File: config.mk
export PLATFORM = sky130hd
export DESIGN_NAME = virtual_ds2431_rom_match_rom
export DESIGN_NICKNAME = d
export VERILOG_FILES = /design/src/rtl/vds2431_defs.sv /design/src/rtl/posPulse.sv /design/src/rtl/virtual_ds2431_rom_match_rom.sv
export SDC_FILE = /design/constraint.sdc
export NUM_CORES = 1
export LEC_CHECK = 0
export BUFFER_PORTS_ARGS = -buffer_cell sky130_fd_sc_hd__buf_2
export CORE_UTILIZATION = 25
export CTS_CLUSTER_SIZE = 14
export DETAILED_ROUTE_END_ITERATION = 10
export PLACE_DENSITY = 0.56
export SLEW_MARGIN = 5
export SYNTH_ARGS = -nofsm -noshare
export SYNTH_HDL_FRONTEND = slang
export SYNTH_HIERARCHICAL = 1
export SYNTH_SLANG_ARGS = --single-unit
File: constraint.sdc
create_clock -name clk -period 4.1 [get_ports clk]
set_clock_uncertainty 0.15 [all_clocks]
set_input_delay 0.205 -clock clk [delete_from_list [all_inputs] [get_ports clk]]
set_output_delay 0.205 -clock clk [all_outputs]
set_load 0.05 [all_outputs]
File: src/rtl/vds2431_defs.sv
// Shared definitions for the virtual DS2431 slave: ROM command codes, ROM ID size
// and the state encoding used by the ROM command handlers.
package vds2431_defs;

    localparam logic [7:0] READ_ROM     = 8'h33;
    localparam logic [7:0] MATCH_ROM    = 8'h55;
    localparam logic [7:0] SEARCH_ROM   = 8'hF0;
    localparam logic [7:0] SKIP_ROM     = 8'hCC;
    localparam logic [7:0] RESUME       = 8'hA5;
    localparam logic [7:0] OD_SKIP_ROM  = 8'h3C;
    localparam logic [7:0] OD_MATCH_ROM = 8'h69;

    localparam int ROM_ID_BYTES = 8;

    typedef enum logic [1:0] {
        IDLE = 2'd0,
        REQ  = 2'd1,
        WAIT = 2'd2,
        DONE = 2'd3
    } romCmdState_t;

endpackage

File: src/rtl/posPulse.sv
// Rising-edge detector: one-cycle pulse when the input goes from 0 to 1.
module posPulse (
    input  logic clk,
    input  logic nRst,
    input  logic i,
    output logic pulse
);

    logic prev;

    always_ff @(posedge clk or negedge nRst) begin
        if (!nRst) prev <= 1'b0;
        else       prev <= i;
    end

    assign pulse = i & ~prev;

endmodule

File: src/rtl/virtual_ds2431_rom_match_rom.sv
// Match ROM (0x55) handler: receives BYTE_CNT bytes LSB byte first and compares them
// against romID. Optional VDS2431_MATCH_ROM_EARLY_ABORT_EN stops at the first mismatch.
//
// state | meaning
// IDLE  | no command running; cmdDone/romMatch hold the last result
// REQ   | raise ioTrig to request the next byte
// WAIT  | ioTrig held high until the transceiver reports the byte complete
// DONE  | publish cmdDone and romMatch, then return to IDLE
module virtual_ds2431_rom_match_rom
    import vds2431_defs::*;
#(
    parameter int BYTE_CNT = ROM_ID_BYTES,
    parameter int ID_WIDTH = 8 * BYTE_CNT
) (
    input  logic                clk,
    input  logic                nRst,
    input  logic [ID_WIDTH-1:0] romID,
    input  logic                cmdRunTrig,
    input  logic [7:0]          recvDat,
    output logic                transTrig,
    output logic                nRxTx,
    input  logic                ByteTransDone,
    output logic                cmdDone,
    output logic                romMatch
);

    localparam int IDX_W = $clog2(BYTE_CNT) + 1;
    localparam logic [IDX_W-1:0] LAST_IDX = IDX_W'(BYTE_CNT - 1);

    romCmdState_t     state, stateNxt;
    logic [IDX_W-1:0] byteIdx, byteIdxNxt;
    logic             mismatch, mismatchNxt;
    logic             ioTrig, ioTrigNxt;
    logic             cmdDoneNxt, romMatchNxt;
    logic             cmdRunTrigPos, byteDonePos;
    logic [7:0]       idBytes [BYTE_CNT];
    logic             byteNe;

    posPulse uRunEdge  (.clk(clk), .nRst(nRst), .i(cmdRunTrig),    .pulse(cmdRunTrigPos));
    posPulse uDoneEdge (.clk(clk), .nRst(nRst), .i(ByteTransDone), .pulse(byteDonePos));
    posPulse uTrigEdge (.clk(clk), .nRst(nRst), .i(ioTrig),        .pulse(transTrig));

    for (genvar k = 0; k < BYTE_CNT; k++) begin : gIdBytes
        assign idBytes[k] = romID[8*k +: 8];
    end

    assign byteNe = (recvDat != idBytes[byteIdx[IDX_W-2:0]]);
    assign nRxTx  = 1'b0;

    always_ff @(posedge clk or negedge nRst) begin
        if (!nRst) begin
            state    <= IDLE;
            byteIdx  <= '0;
            mismatch <= 1'b0;
            ioTrig   <= 1'b0;
            cmdDone  <= 1'b0;
            romMatch <= 1'b0;
        end else begin
            state    <= stateNxt;
            byteIdx  <= byteIdxNxt;
            mismatch <= mismatchNxt;
            ioTrig   <= ioTrigNxt;
            cmdDone  <= cmdDoneNxt;
            romMatch <= romMatchNxt;
        end
    end

    always_comb begin
        stateNxt    = state;
        byteIdxNxt  = byteIdx;
        mismatchNxt = mismatch;
        ioTrigNxt   = ioTrig;
        cmdDoneNxt  = cmdDone;
        romMatchNxt = romMatch;

        // A (re)start wins over a byte completing in the same cycle; that byte is dropped.
        if (cmdRunTrigPos) begin
            stateNxt    = REQ;
            byteIdxNxt  = '0;
            mismatchNxt = 1'b0;
            ioTrigNxt   = 1'b0;
            cmdDoneNxt  = 1'b0;
            romMatchNxt = 1'b0;
        end else begin
            case (state)
                IDLE: ioTrigNxt = 1'b0;
                REQ: begin
                    ioTrigNxt = 1'b1;
                    stateNxt  = WAIT;
                end
                WAIT: begin
                    if (byteDonePos) begin
                        mismatchNxt = mismatch | byteNe;
                        ioTrigNxt   = 1'b0;
                        byteIdxNxt  = byteIdx + IDX_W'(1);
`ifdef VDS2431_MATCH_ROM_EARLY_ABORT_EN
                        if ((byteIdx == LAST_IDX) || byteNe) stateNxt = DONE;
                        else                                 stateNxt = REQ;
`else
                        if (byteIdx == LAST_IDX) stateNxt = DONE;
                        else                     stateNxt = REQ;
`endif
                    end
                end
                DONE: begin
                    cmdDoneNxt  = 1'b1;
                    romMatchNxt = ~mismatch;
                    ioTrigNxt   = 1'b0;
                    stateNxt    = IDLE;
                end
                default: stateNxt = IDLE;
            endcase
        end
    end

endmodule

# ---- After elaboration in Yosys (flattened, before gate mapping)
# Index checks and enable logic that the tools add are counted.
dict set report classes {
  add_sub_neg 1
  n_mul 0
  n_div 0
  magnitude_cmp 1
  n_eq_ne 6
  shift 0
  mux 20
  bitwise 9
  n_reduce_logical 8
}
# cell n
set op_table {}
lappend op_table {{binary-select mux 8 bit (select 3 bit)} 1}
lappend op_table {{two-way mux 8 bit} 2}
lappend op_table {{two-way mux 4 bit} 3}
lappend op_table {{two-way mux 1 bit} 9}
lappend op_table {{inequality test 8 bit} 1}
lappend op_table {{two-way mux 2 bit} 3}
lappend op_table {{case mux 2 bit (3 select lines)} 1}
lappend op_table {{nonzero test 2 bit} 3}
lappend op_table {{adder 4 x 1 -> 4 bit, second input constant} 1}
lappend op_table {{== test 2 bit, second input constant} 2}
lappend op_table {{== test 4 x 3 -> 1 bit, second input constant} 1}
lappend op_table {{>= comparator 4 bit, second input constant} 1}
lappend op_table {{inverter 1 bit} 4}
lappend op_table {{inverter 3 -> 4 bit} 1}
lappend op_table {{AND reduction 2 bit} 2}
lappend op_table {{nonzero test 4 bit} 1}
lappend op_table {{bitwise AND 1 bit} 3}
lappend op_table {{inequality test 3 bit, second input constant} 1}
lappend op_table {{case mux 1 bit (3 select lines)} 1}
lappend op_table {{== test 2 x 1 -> 1 bit, second input constant} 1}
lappend op_table {{zero test 2 bit} 1}
lappend op_table {{OR reduction 2 bit} 1}
lappend op_table {{bitwise OR 1 bit} 1}
dict set report totals {
  ff_bits 13
  latch_bits 0
  mem_bits_rw 0
  mem_bits_ro 0
  memories 0
}

# ---- Logic depth before layout (Yosys ltp)
# Gate-level depths: netlist of run 1.
dict set report depth {
  ltp_word 9
  depth_mapped 9
  mapped_depth_nobuf 6
}

# ---- Cells and area by module
# Netlist of run 1, hierarchy kept.
# mod instances cells_per_inst area_per_inst_um2 seq_area_each_um2
set by_module_without_submodules {}
lappend by_module_without_submodules {virtual_ds2431_rom_match_rom 1 114 1186.1 250.2}
lappend by_module_without_submodules {posPulse 3 2 38.8 25.0}

# ---- Least setup slack after synthesis of run 1
# OpenSTA, ideal clock, no wires.
dict set report synth_timing {
  path_type {flip-flop to flip-flop}
  startpoint {register byteIdx[1]}
  endpoint {register mismatch}
  setup_time_ns 0.134
  arrival_ns 1.911
  slack_ns 1.905
  path_stages_with_launch 9
  path_buffers 2
  synth_period_minus_slack_ns 2.195
  cell_sequence {dfrtp_1 -> buf_6 -> buf_12 -> mux2i_1 -> mux4_2 -> xnor2_2 -> a2111oi_2 -> a41o_1 -> a21oi_2}
}
dict set report synth_via {
  elab_chain_len 9
}
# element line_no
set synth_lines {}
lappend synth_lines {{start, declared} virtual_ds2431_rom_match_rom.sv:31} ;# logic [IDX_W-1:0] byteIdx, byteIdxNxt;
lappend synth_lines {{start signal, assigned} virtual_ds2431_rom_match_rom.sv:60} ;# byteIdx <= byteIdxNxt;
lappend synth_lines {{inverter 3 -> 4 bit (implied by the code)} virtual_ds2431_rom_match_rom.sv:47} ;# assign byteNe = (recvDat != idBytes[byteIdx[IDX_W-2:0]]);
lappend synth_lines {{binary-select mux 8 bit (select 3 bit)} virtual_ds2431_rom_match_rom.sv:47}
lappend synth_lines {{two-way mux 8 bit (implied by the code) (2 in series)} virtual_ds2431_rom_match_rom.sv:47}
lappend synth_lines {{inequality test 8 bit} virtual_ds2431_rom_match_rom.sv:47}
lappend synth_lines {{bitwise OR 1 bit} virtual_ds2431_rom_match_rom.sv:93} ;# mismatchNxt = mismatch | byteNe;
lappend synth_lines {{two-way mux 1 bit} virtual_ds2431_rom_match_rom.sv:92} ;# if (byteDonePos) begin
lappend synth_lines {{two-way mux 1 bit} virtual_ds2431_rom_match_rom.sv:85} ;# case (state)
lappend synth_lines {{two-way mux 1 bit} virtual_ds2431_rom_match_rom.sv:77} ;# if (cmdRunTrigPos) begin
lappend synth_lines {{end signal, assigned} virtual_ds2431_rom_match_rom.sv:61} ;# mismatch <= mismatchNxt;
lappend synth_lines {{end, declared} virtual_ds2431_rom_match_rom.sv:32} ;# logic mismatch, mismatchNxt;
# Every way passes these cells. The select of a mux whose other input is x is not followed.
# A chain may end at the register's enable or synchronous reset.

# ---- Worst setup path after layout of run 1
# Same ends and word-level chain as after synthesis.

==> insert_results.sql, run 1 <==
INSERT INTO impl_metrics (metric_group, metric, value, unit) VALUES
('critical_path', 'first_element_of_the_critical_path', 'byteIdx[1]$_DFFE_PN0P_', ''),
('sta', 'final.period_utilization', '67.7', '%'),
('synth', 'netlist.area_leader.share', '25.0', '%'),
('sta', 'timing_worst_slew_pin_value', '1.08', 'ns'),
('clock_network', 'clock_net_sink_count', '13', ''),
('critical_path', 'cp_max_fanout', '26', ''),
('synth', 'synth_seq_cells', '13', ''),
('power', 'reg_power_share', '30.0', '%'),
('grt', 'track_usage', '11.8', '%'),
('critical_path', 'r2r_slack', '1.32', 'ns'),
('sta', 'setup-violations-final', '0', ''),
('grt', 'number_of_global_route_vias_before_repair', '1181', ''),
('critical_path', 'timing.critical_path.required', '4.07', 'ns'),
('critical_path', 'worstSetupStartpointType', 'register', ''),
('run', 'drv_cap', '0', ''),
('synth', 'synth.largest_area_cell', 'sky130_fd_sc_hd__dfrtp_1', ''),
('status', 'outcome', 'finished, final reports clean', ''),
('sta', 'period_needed', '2.78', 'ns'),
('power', 'clock_power_share', '15.7', '%'),
('route', 'via_count', '1221', ''),
('clock_network', 'clkSlewWorstSetupHoldPaths', '0.06', 'ns'),
('synth', 'synth_warnings', '6', ''),
('clock_network', 'cts.repair_timing.setup_buffer_count', '0', ''),
('placed_design', 'buffer_ports.inserted', '78', ''),
('clock_network', 'postCtsResizedCells', '0', ''),
('final_layout', 'final.fill_count', '501', ''),
('die', 'dieArea', '0.00550', 'mm2'),
('min_path', 'hold_path.class', 'primary input to async pin', ''),
('power', 'cell_pwr_density', '412', 'mW/mm2'),
('route', 'number_of_design_rule_violations_left_by_the_first_detailed_router_iteration', '22', ''),
('route', 'routed_wl', '3340', 'um'),
('die', 'row_count', '25', ''),
('sta', 'hold_ws', '0.223', 'ns'),
('grt', 'antenna_violations_before_repair', '0', ''),
('clock_network', 'cts_tree', 'built', ''),
('synth', 'post_synth_main_area_contributors', 'sky130_fd_sc_hd__dfrtp_1 25%, sky130_fd_sc_hd__mux2i_1 18%, sky130_fd_sc_hd__mux4_2 8.6%', ''),
('clock_network', 'clk-insertion-delay-late', '0.24', 'ns'),
('final_layout', 'layout-drive-gt1-share', '47.5', '%'),
('grt', 'met1_usage', '12.6', '%'),
('critical_path', 'setup.worst_path.class', 'register to register', ''),
('synth', 'synth_edf_count', '0', ''),
('power', 'netSwitchingFraction', '40.6', '%'),
('route', 'drt_first_pass_iters', '4', ''),
('grt', 'grt_remaining_overflow', '0', ''),
('critical_path', 'critical_path.reg2reg.endpoint', 'mismatch$_DFFE_PN0P_', ''),
('route', 'ant_nets', '0', ''),
('synth', 'yosys_most_used_dff', 'sky130_fd_sc_hd__dfrtp_1', ''),
('critical_path', 'setup.worst_path.end_class', 'register', ''),
('final_layout', 'finish.net_count', '279', ''),
('power', 'power.share.combinational', '54.3', '%'),
('grt', 'most_used_routing_layer', 'met2', ''),
('final_layout', 'syn_to_final_growth', '36.8', '%'),
('die', 'i_o_pins', '80', ''),
('power', 'worst_ir_drop_vdd', '0.249', 'mV'),
('synth', 'register_area_share_after_synthesis', '25.0', '%'),
('sta', 'max_freq', '360', 'MHz'),
('grt', 'grt_first_pass_wirelength', '4940', 'um'),
('critical_path', 'rr_startpoint', 'byteIdx[1]$_DFFE_PN0P_', ''),
('placed_design', 'detailedPlacementHpwl', '2660', 'um'),
('sta', 'finalMaxSlewViolations', '0', ''),
('placed_design', 'placedCellCount', '258', ''),
('grt', 'globalRouteMet2Util', '22.5', '%'),
('die', 'die_h', '74.2', 'um'),
('clock_network', 'ctsHtreeMaxLevel', '1', ''),
('clock_network', 'numCtsBuffers', '3', ''),
('final_layout', 'layout.cells.non_filler', '265', ''),
('synth', 'syn-num-nets', '200', ''),
('synth', 'synth_area', '0.00130', 'mm2'),
('critical_path', 'r2r_worst_path_depth', '6', ''),
('placed_design', 'placed_area', '0.00171', 'mm2'),
('grt', 'largest_net_degree_at_the_start_of_global_routing', '27', '');
[critical path: stages (launching register included)]
cell	delay (ns)
sky130_fd_sc_hd__dfrtp_1	1.05
sky130_fd_sc_hd__mux2i_1	0.17
sky130_fd_sc_hd__mux4_2	0.51
sky130_fd_sc_hd__xnor2_1	0.15
sky130_fd_sc_hd__a2111oi_2	0.33
sky130_fd_sc_hd__a41o_1	0.23
sky130_fd_sc_hd__a21oi_2	0.05
[logic make-up after synthesis]
group | share of synthesized area, %
xor gates and xnor gates | 6.63
adders and majority gates | 3.84
buffers and inverters | 7.11
muxes | 35.2
DFF | 25.0
other | 0.288
and+or+nand+nor | 13.5
AOI/OAI and AO/OA | 8.45
[placed cells by master, fill, tap and decap left out]
cell type and n:
sky130_fd_sc_hd__nor2b_4 3, sky130_fd_sc_hd__o21bai_1 1, sky130_fd_sc_hd__nand2_1 6, sky130_fd_sc_hd__clkbuf_1 1
sky130_fd_sc_hd__xnor2_1 4, sky130_fd_sc_hd__mux4_2 5, sky130_fd_sc_hd__a31o_2 1, sky130_fd_sc_hd__mux4_1 4
sky130_fd_sc_hd__mux2i_1 24, sky130_fd_sc_hd__or3_1 1, sky130_fd_sc_hd__nor3_1 1, sky130_fd_sc_hd__o21ai_0 2
sky130_fd_sc_hd__xnor2_2 1, sky130_fd_sc_hd__dlygate4sd3_1 3, sky130_fd_sc_hd__inv_1 4, sky130_fd_sc_hd__dfrtp_1 13
sky130_fd_sc_hd__nand4_1 1, sky130_fd_sc_hd__a21oi_2 1, sky130_fd_sc_hd__a2111oi_2 1, sky130_fd_sc_hd__nand4b_1 1
sky130_fd_sc_hd__nand3_1 6, sky130_fd_sc_hd__a22oi_1 2, sky130_fd_sc_hd__conb_1 1, sky130_fd_sc_hd__nor2b_1 3
sky130_fd_sc_hd__clkbuf_8 3, sky130_fd_sc_hd__a21oi_1 7, sky130_fd_sc_hd__buf_2 78, sky130_fd_sc_hd__xor2_1 4
sky130_fd_sc_hd__a41o_1 1, sky130_fd_sc_hd__ha_1 4, sky130_fd_sc_hd__nor2_1 10, sky130_fd_sc_hd__buf_4 1
[per-stage QoR]
stage | util (%) | setup slack [ns] | power [mW]
global route | 36.5 | 1.15 | 0.791
detailed placement | 35.0 | 1.27 | 0.623
floorplan | - | 1.91 | 0.539
finish | 36.5 | 1.32 | 0.734
global placement | 35.0 | 1.38 | 0.620
CTS | 36.5 | 1.26 | 0.745
[power groups by stage]
| stage | Combinational (mW) | Clock (mW) | Sequential [mW] |
|---|---|---|---|
| 4_1_cts | 0.404 | 0.119 | 0.221 |
| 3_3_place_gp | 0.399 | 0 | 0.221 |
| 2_1_floorplan | 0.320 | 0 | 0.219 |
| 5_1_grt | 0.439 | 0.125 | 0.227 |
| 6_report | 0.399 | 0.115 | 0.220 |
| 3_5_place_dp | 0.400 | 0 | 0.223 |
[layer usage]
layer / routed length, um / part of all wire, %
met2: 1650 / 49
met3: 281 / 8.4
met5: 0 / 0
met4: 23 / 0.69
met1: 1390 / 41
[worst max path at each step]
stage	to	slack, ns	depth (start not counted)
6_report	mismatch$_DFFE_PN0P_	1.32	6
5_1_grt	mismatch$_DFFE_PN0P_	1.15	6
4_1_cts	mismatch$_DFFE_PN0P_	1.26	6
3_5_place_dp	mismatch$_DFFE_PN0P_	1.27	6
3_3_place_gp	mismatch$_DFFE_PN0P_	1.38	6
2_1_floorplan	mismatch$_DFFE_PN0P_	1.91	8
[cells in the mapped netlist (4+ instances only)]
master and n:
sky130_fd_sc_hd__ha_1 4, sky130_fd_sc_hd__mux4_2 5, sky130_fd_sc_hd__dfrtp_1 13, sky130_fd_sc_hd__mux2i_1 24
sky130_fd_sc_hd__xor2_1 4, sky130_fd_sc_hd__inv_1 4, sky130_fd_sc_hd__nor2_1 10, sky130_fd_sc_hd__nand2_1 6
sky130_fd_sc_hd__mux4_1 4, sky130_fd_sc_hd__nand3_1 6, sky130_fd_sc_hd__xnor2_1 4, sky130_fd_sc_hd__a21oi_1 7
[cell type report]
class / instances / area [um2] / share of cell area (%)
Inverter: 4 / 15.0 / 0.843
Timing Repair Buffer: 82 / 428 / 24.0
Tap cell: 67 / 83.8 / 4.71
Multi-Input combinational cell: 95 / 885 / 49.6
Sequential cell: 13 / 325 / 18.3
Clock buffer: 4 / 45.0 / 2.53
[registers in the layout, summed over array words and instances, names as in the netlist]
register and flops:
romMatch 1, uTrigEdge/prev 1, state 2, byteIdx 4, uRunEdge/prev 1, ioTrig 1
uDoneEdge/prev 1, mismatch 1, cmdDone 1
(Power assumes the default switching activity.)
==> run 2, diff against run 1 <==
Settings changed: PLACE_DENSITY 0.56 to 0.58.
Clock period 4.1 ns to 2.45 ns, I/O delays scaled along.
==> insert_results.sql, run 2 (same netlist as run 1, synthesis figures left out) <==
INSERT INTO impl_metrics (metric_group, metric, value, unit) VALUES
('route', 'via_count', '1198', ''),
('die', 'die_x', '74.2', 'um'),
('sta', 'final.period_utilization', '90.3', '%'),
('power', 'cell_pwr_density', '684', 'mW/mm2'),
('die', 'initial_core_util', '26.7', '%'),
('power', 'total_leakage_power', '0.827', 'nW'),
('grt', 'grt_first_pass_wirelength', '4950', 'um'),
('clock_network', 'cts_tree', 'built', ''),
('die', 'row_count', '25', ''),
('sta', 'grt_setup_unrepaired', 'no', ''),
('final_layout', 'layout_commonest_cell', 'sky130_fd_sc_hd__buf_2', ''),
('critical_path', 'crit_path_cell_trace', 'buf_4, nor2b_1, a22oi_1, a31o_2, a2111oi_2, a41o_1, a21oi_2', ''),
('final_layout', 'reg_top3', 'byteIdx: 4 flops, state: 2 flops', ''),
('final_layout', 'final_cell_mix', '78 x sky130_fd_sc_hd__buf_2, 24 x sky130_fd_sc_hd__mux2i_1, 12 x sky130_fd_sc_hd__dfrtp_1, 10 x sky130_fd_sc_hd__nor2_1, 7 x sky130_fd_sc_hd__a21oi_1', ''),
('critical_path', 'slowest_delay', '0.51', 'ns'),
('power', 'internal_power', '742', 'uW'),
('sta', 'min_setup_slack_post_route', '0.238', 'ns'),
('critical_path', 'setup.worst_path.end_class', 'register', ''),
('final_layout', 'finish.net_count', '283', ''),
('power', 'power.net_switching', '498', 'uW'),
('grt', 'largest_net_degree_at_the_start_of_global_routing', '14', ''),
('sta', 'max_freq', '452', 'MHz'),
('route', 'avgRoutedWirePerCell', '12.2', 'um'),
('critical_path', 'critical_path.reg2reg.endpoint', 'mismatch$_DFFE_PN0P_', ''),
('placed_design', 'preCtsSetupSlack', '0.0803', 'ns'),
('grt', 'antenna_violations_before_repair', '0', ''),
('critical_path', 'cp_max_fanout', '11', ''),
('die', 'i_o_pins', '80', ''),
('min_path', 'hold_path.class', 'primary input to async pin', ''),
('critical_path', 'worstSetupStartpointType', 'register', ''),
('die', 'dieArea', '0.00550', 'mm2'),
('sta', 'period_needed', '2.21', 'ns'),
('placed_design', 'buffer_ports.inserted', '78', ''),
('grt', 'grt_remaining_overflow', '0', ''),
('critical_path', 'cpMaxStageDelayCell', 'sky130_fd_sc_hd__dfrtp_2', ''),
('clock_network', 'cts.repair_timing.setup_buffer_count', '0', ''),
('route', 'post_drt_via_cell_ratio', '4.45', ''),
('route', 'drc', '0', ''),
('power', 'netSwitchingFraction', '40.2', '%'),
('clock_network', 'ctsHtreeMaxLevel', '1', ''),
('sta', 'finalMaxSlewViolations', '0', ''),
('run', 'drv_cap', '0', ''),
('clock_network', 'clockBufferDepth', '2', ''),
('power', 'reg_power_share', '26.4', '%'),
('status', 'outcome', 'finished, final reports clean', ''),
('route', 'ant_nets', '0', ''),
('sta', 'fin_tns_setup', '0', 'ns'),
('critical_path', 'r2r_slack', '0.24', 'ns'),
('clock_network', 'clkSlewWorstSetupHoldPaths', '0.05', 'ns'),
('sta', 'hold_violations', '0', ''),
('die', 'die_h', '74.2', 'um'),
('clock_network', 'clock_net_sink_count', '13', ''),
('critical_path', 'r2r_worst_path_depth', '7', ''),
('critical_path', 'first_element_of_the_critical_path', 'byteIdx[1]$_DFFE_PN0P_', ''),
('final_layout', 'layout.cells.non_filler', '269', ''),
('grt', 'track_usage', '11.6', '%'),
('route', 'number_of_design_rule_violations_left_by_the_first_detailed_router_iteration', '25', ''),
('final_layout', 'num_antenna_cells', '0', ''),
('final_layout', 'largest_register_ff_count', '4', ''),
('sta', 'setup-violations-final', '0', ''),
('grt', 'number_of_global_route_vias_before_repair', '1226', ''),
('critical_path', 'arrival', '2.18', 'ns'),
('placed_design', 'detailedPlacementHpwl', '2790', 'um'),
('clock_network', 'clk-insertion-delay-late', '0.24', 'ns'),
('power', 'power.share.combinational', '58.1', '%'),
('clock_network', 'cts_root_buf', 'sky130_fd_sc_hd__clkbuf_8', ''),
('final_layout', 'registers.top_by_ff_count', 'byteIdx', ''),
('critical_path', 'critical_path_destination', 'mismatch$_DFFE_PN0P_', ''),
('final_layout', 'syn_to_final_growth', '39.2', '%'),
('placed_design', 'routabilityCongestion', '0.805', ''),
('critical_path', 'rr_startpoint', 'byteIdx[1]$_DFFE_PN0P_', ''),
('power', 'worst_ir_drop_vdd', '0.490', 'mV'),
('power', 'clock_power_share', '15.4', '%'),
('final_layout', 'layout-drive-gt1-share', '49.0', '%'),
('critical_path', 'timing.critical_path.required', '2.42', 'ns'),
('route', 'routed_wl', '3290', 'um'),
('route', 'drt_first_pass_iters', '4', ''),
('die', 'core-area', '0.00488', 'mm2'),
('clock_network', 'numCtsBuffers', '3', ''),
('placed_design', 'placedCellCount', '262', ''),
('critical_path', 'setup.worst_path.class', 'register to register', '');
-- run 2: changes by cell type in the layout (fill, tap and decap cells not counted) --
cell                      delta
sky130_fd_sc_hd__buf_4       +4
sky130_fd_sc_hd__dfrtp_1     -1
sky130_fd_sc_hd__dfrtp_2     +1
-- run 2: what timing repair did --
action	in CTS	in global routing
hold endpoints to repair	15	0
gates resized for setup	0	1
endpoints found under the setup margin	0	1
hold buffers	3	0
-- run 2: critical path, delay by kind of cell (launching register included) --
family / cells / cell delay, ns
compound gates: 5 / 1.01
flops: 1 / 0.51
buf+inv: 1 / 0.24
simple gates: 1 / 0.18
-- run 2: through the flow --
stage	hold slack [ns]	total power, mW	cell area [um2]	util, %
6_report	0.143	1.24	1810	37.2
5_1_grt	0.180	1.35	1810	37.2
4_1_cts	0.149	1.26	1810	37.1
3_5_place_dp	-0.121	1.06	1740	35.6
3_3_place_gp	-0.126	1.05	1740	35.6
2_1_floorplan	-0.323	0.903	1300	-
-- run 2: worst min path at each step --
stage / end / slack [ns] / depth (start not counted)
floorplan: byteIdx[0]$_DFFE_PN0P_ / -0.32 / 0
global placement: cmdDone$_DFFE_PN0N_ / -0.13 / 1
detailed placement: cmdDone$_DFFE_PN0N_ / -0.12 / 1
CTS: uRunEdge/prev$_DFF_PN0_ / 0.15 / 2
global route: uDoneEdge/prev$_DFF_PN0_ / 0.18 / 2
finish: uRunEdge/prev$_DFF_PN0_ / 0.14 / 2
-- run 2: area by class of cell --
cell class,count,area (um2)
clock buffer,4,45.0
fill,534,3070
inverter,4,15.0
multi-input combinational,95,885
sequential,13,327
tap,67,83.8
timing repair buffer,86,458
-- run 2: power groups by stage --
stage | clock network [mW] | registers (mW) | logic [mW]
6_report | 0.191 | 0.328 | 0.721
5_1_grt | 0.209 | 0.339 | 0.803
4_1_cts | 0.199 | 0.329 | 0.733
3_5_place_dp | 0 | 0.332 | 0.726
3_3_place_gp | 0 | 0.332 | 0.719
2_1_floorplan | 0 | 0.367 | 0.536
-- run 2: per-layer routing --
layer	part of all wire, %	track usage (%)	wire, um	vias to the layer above
li1	-	-	-	606
met1	37	11.8	1200	550
met2	56	22.6	1830	36
met3	5.9	3.66	195	6
met4	1.9	2.78	61	0
met5	0	0	0	-
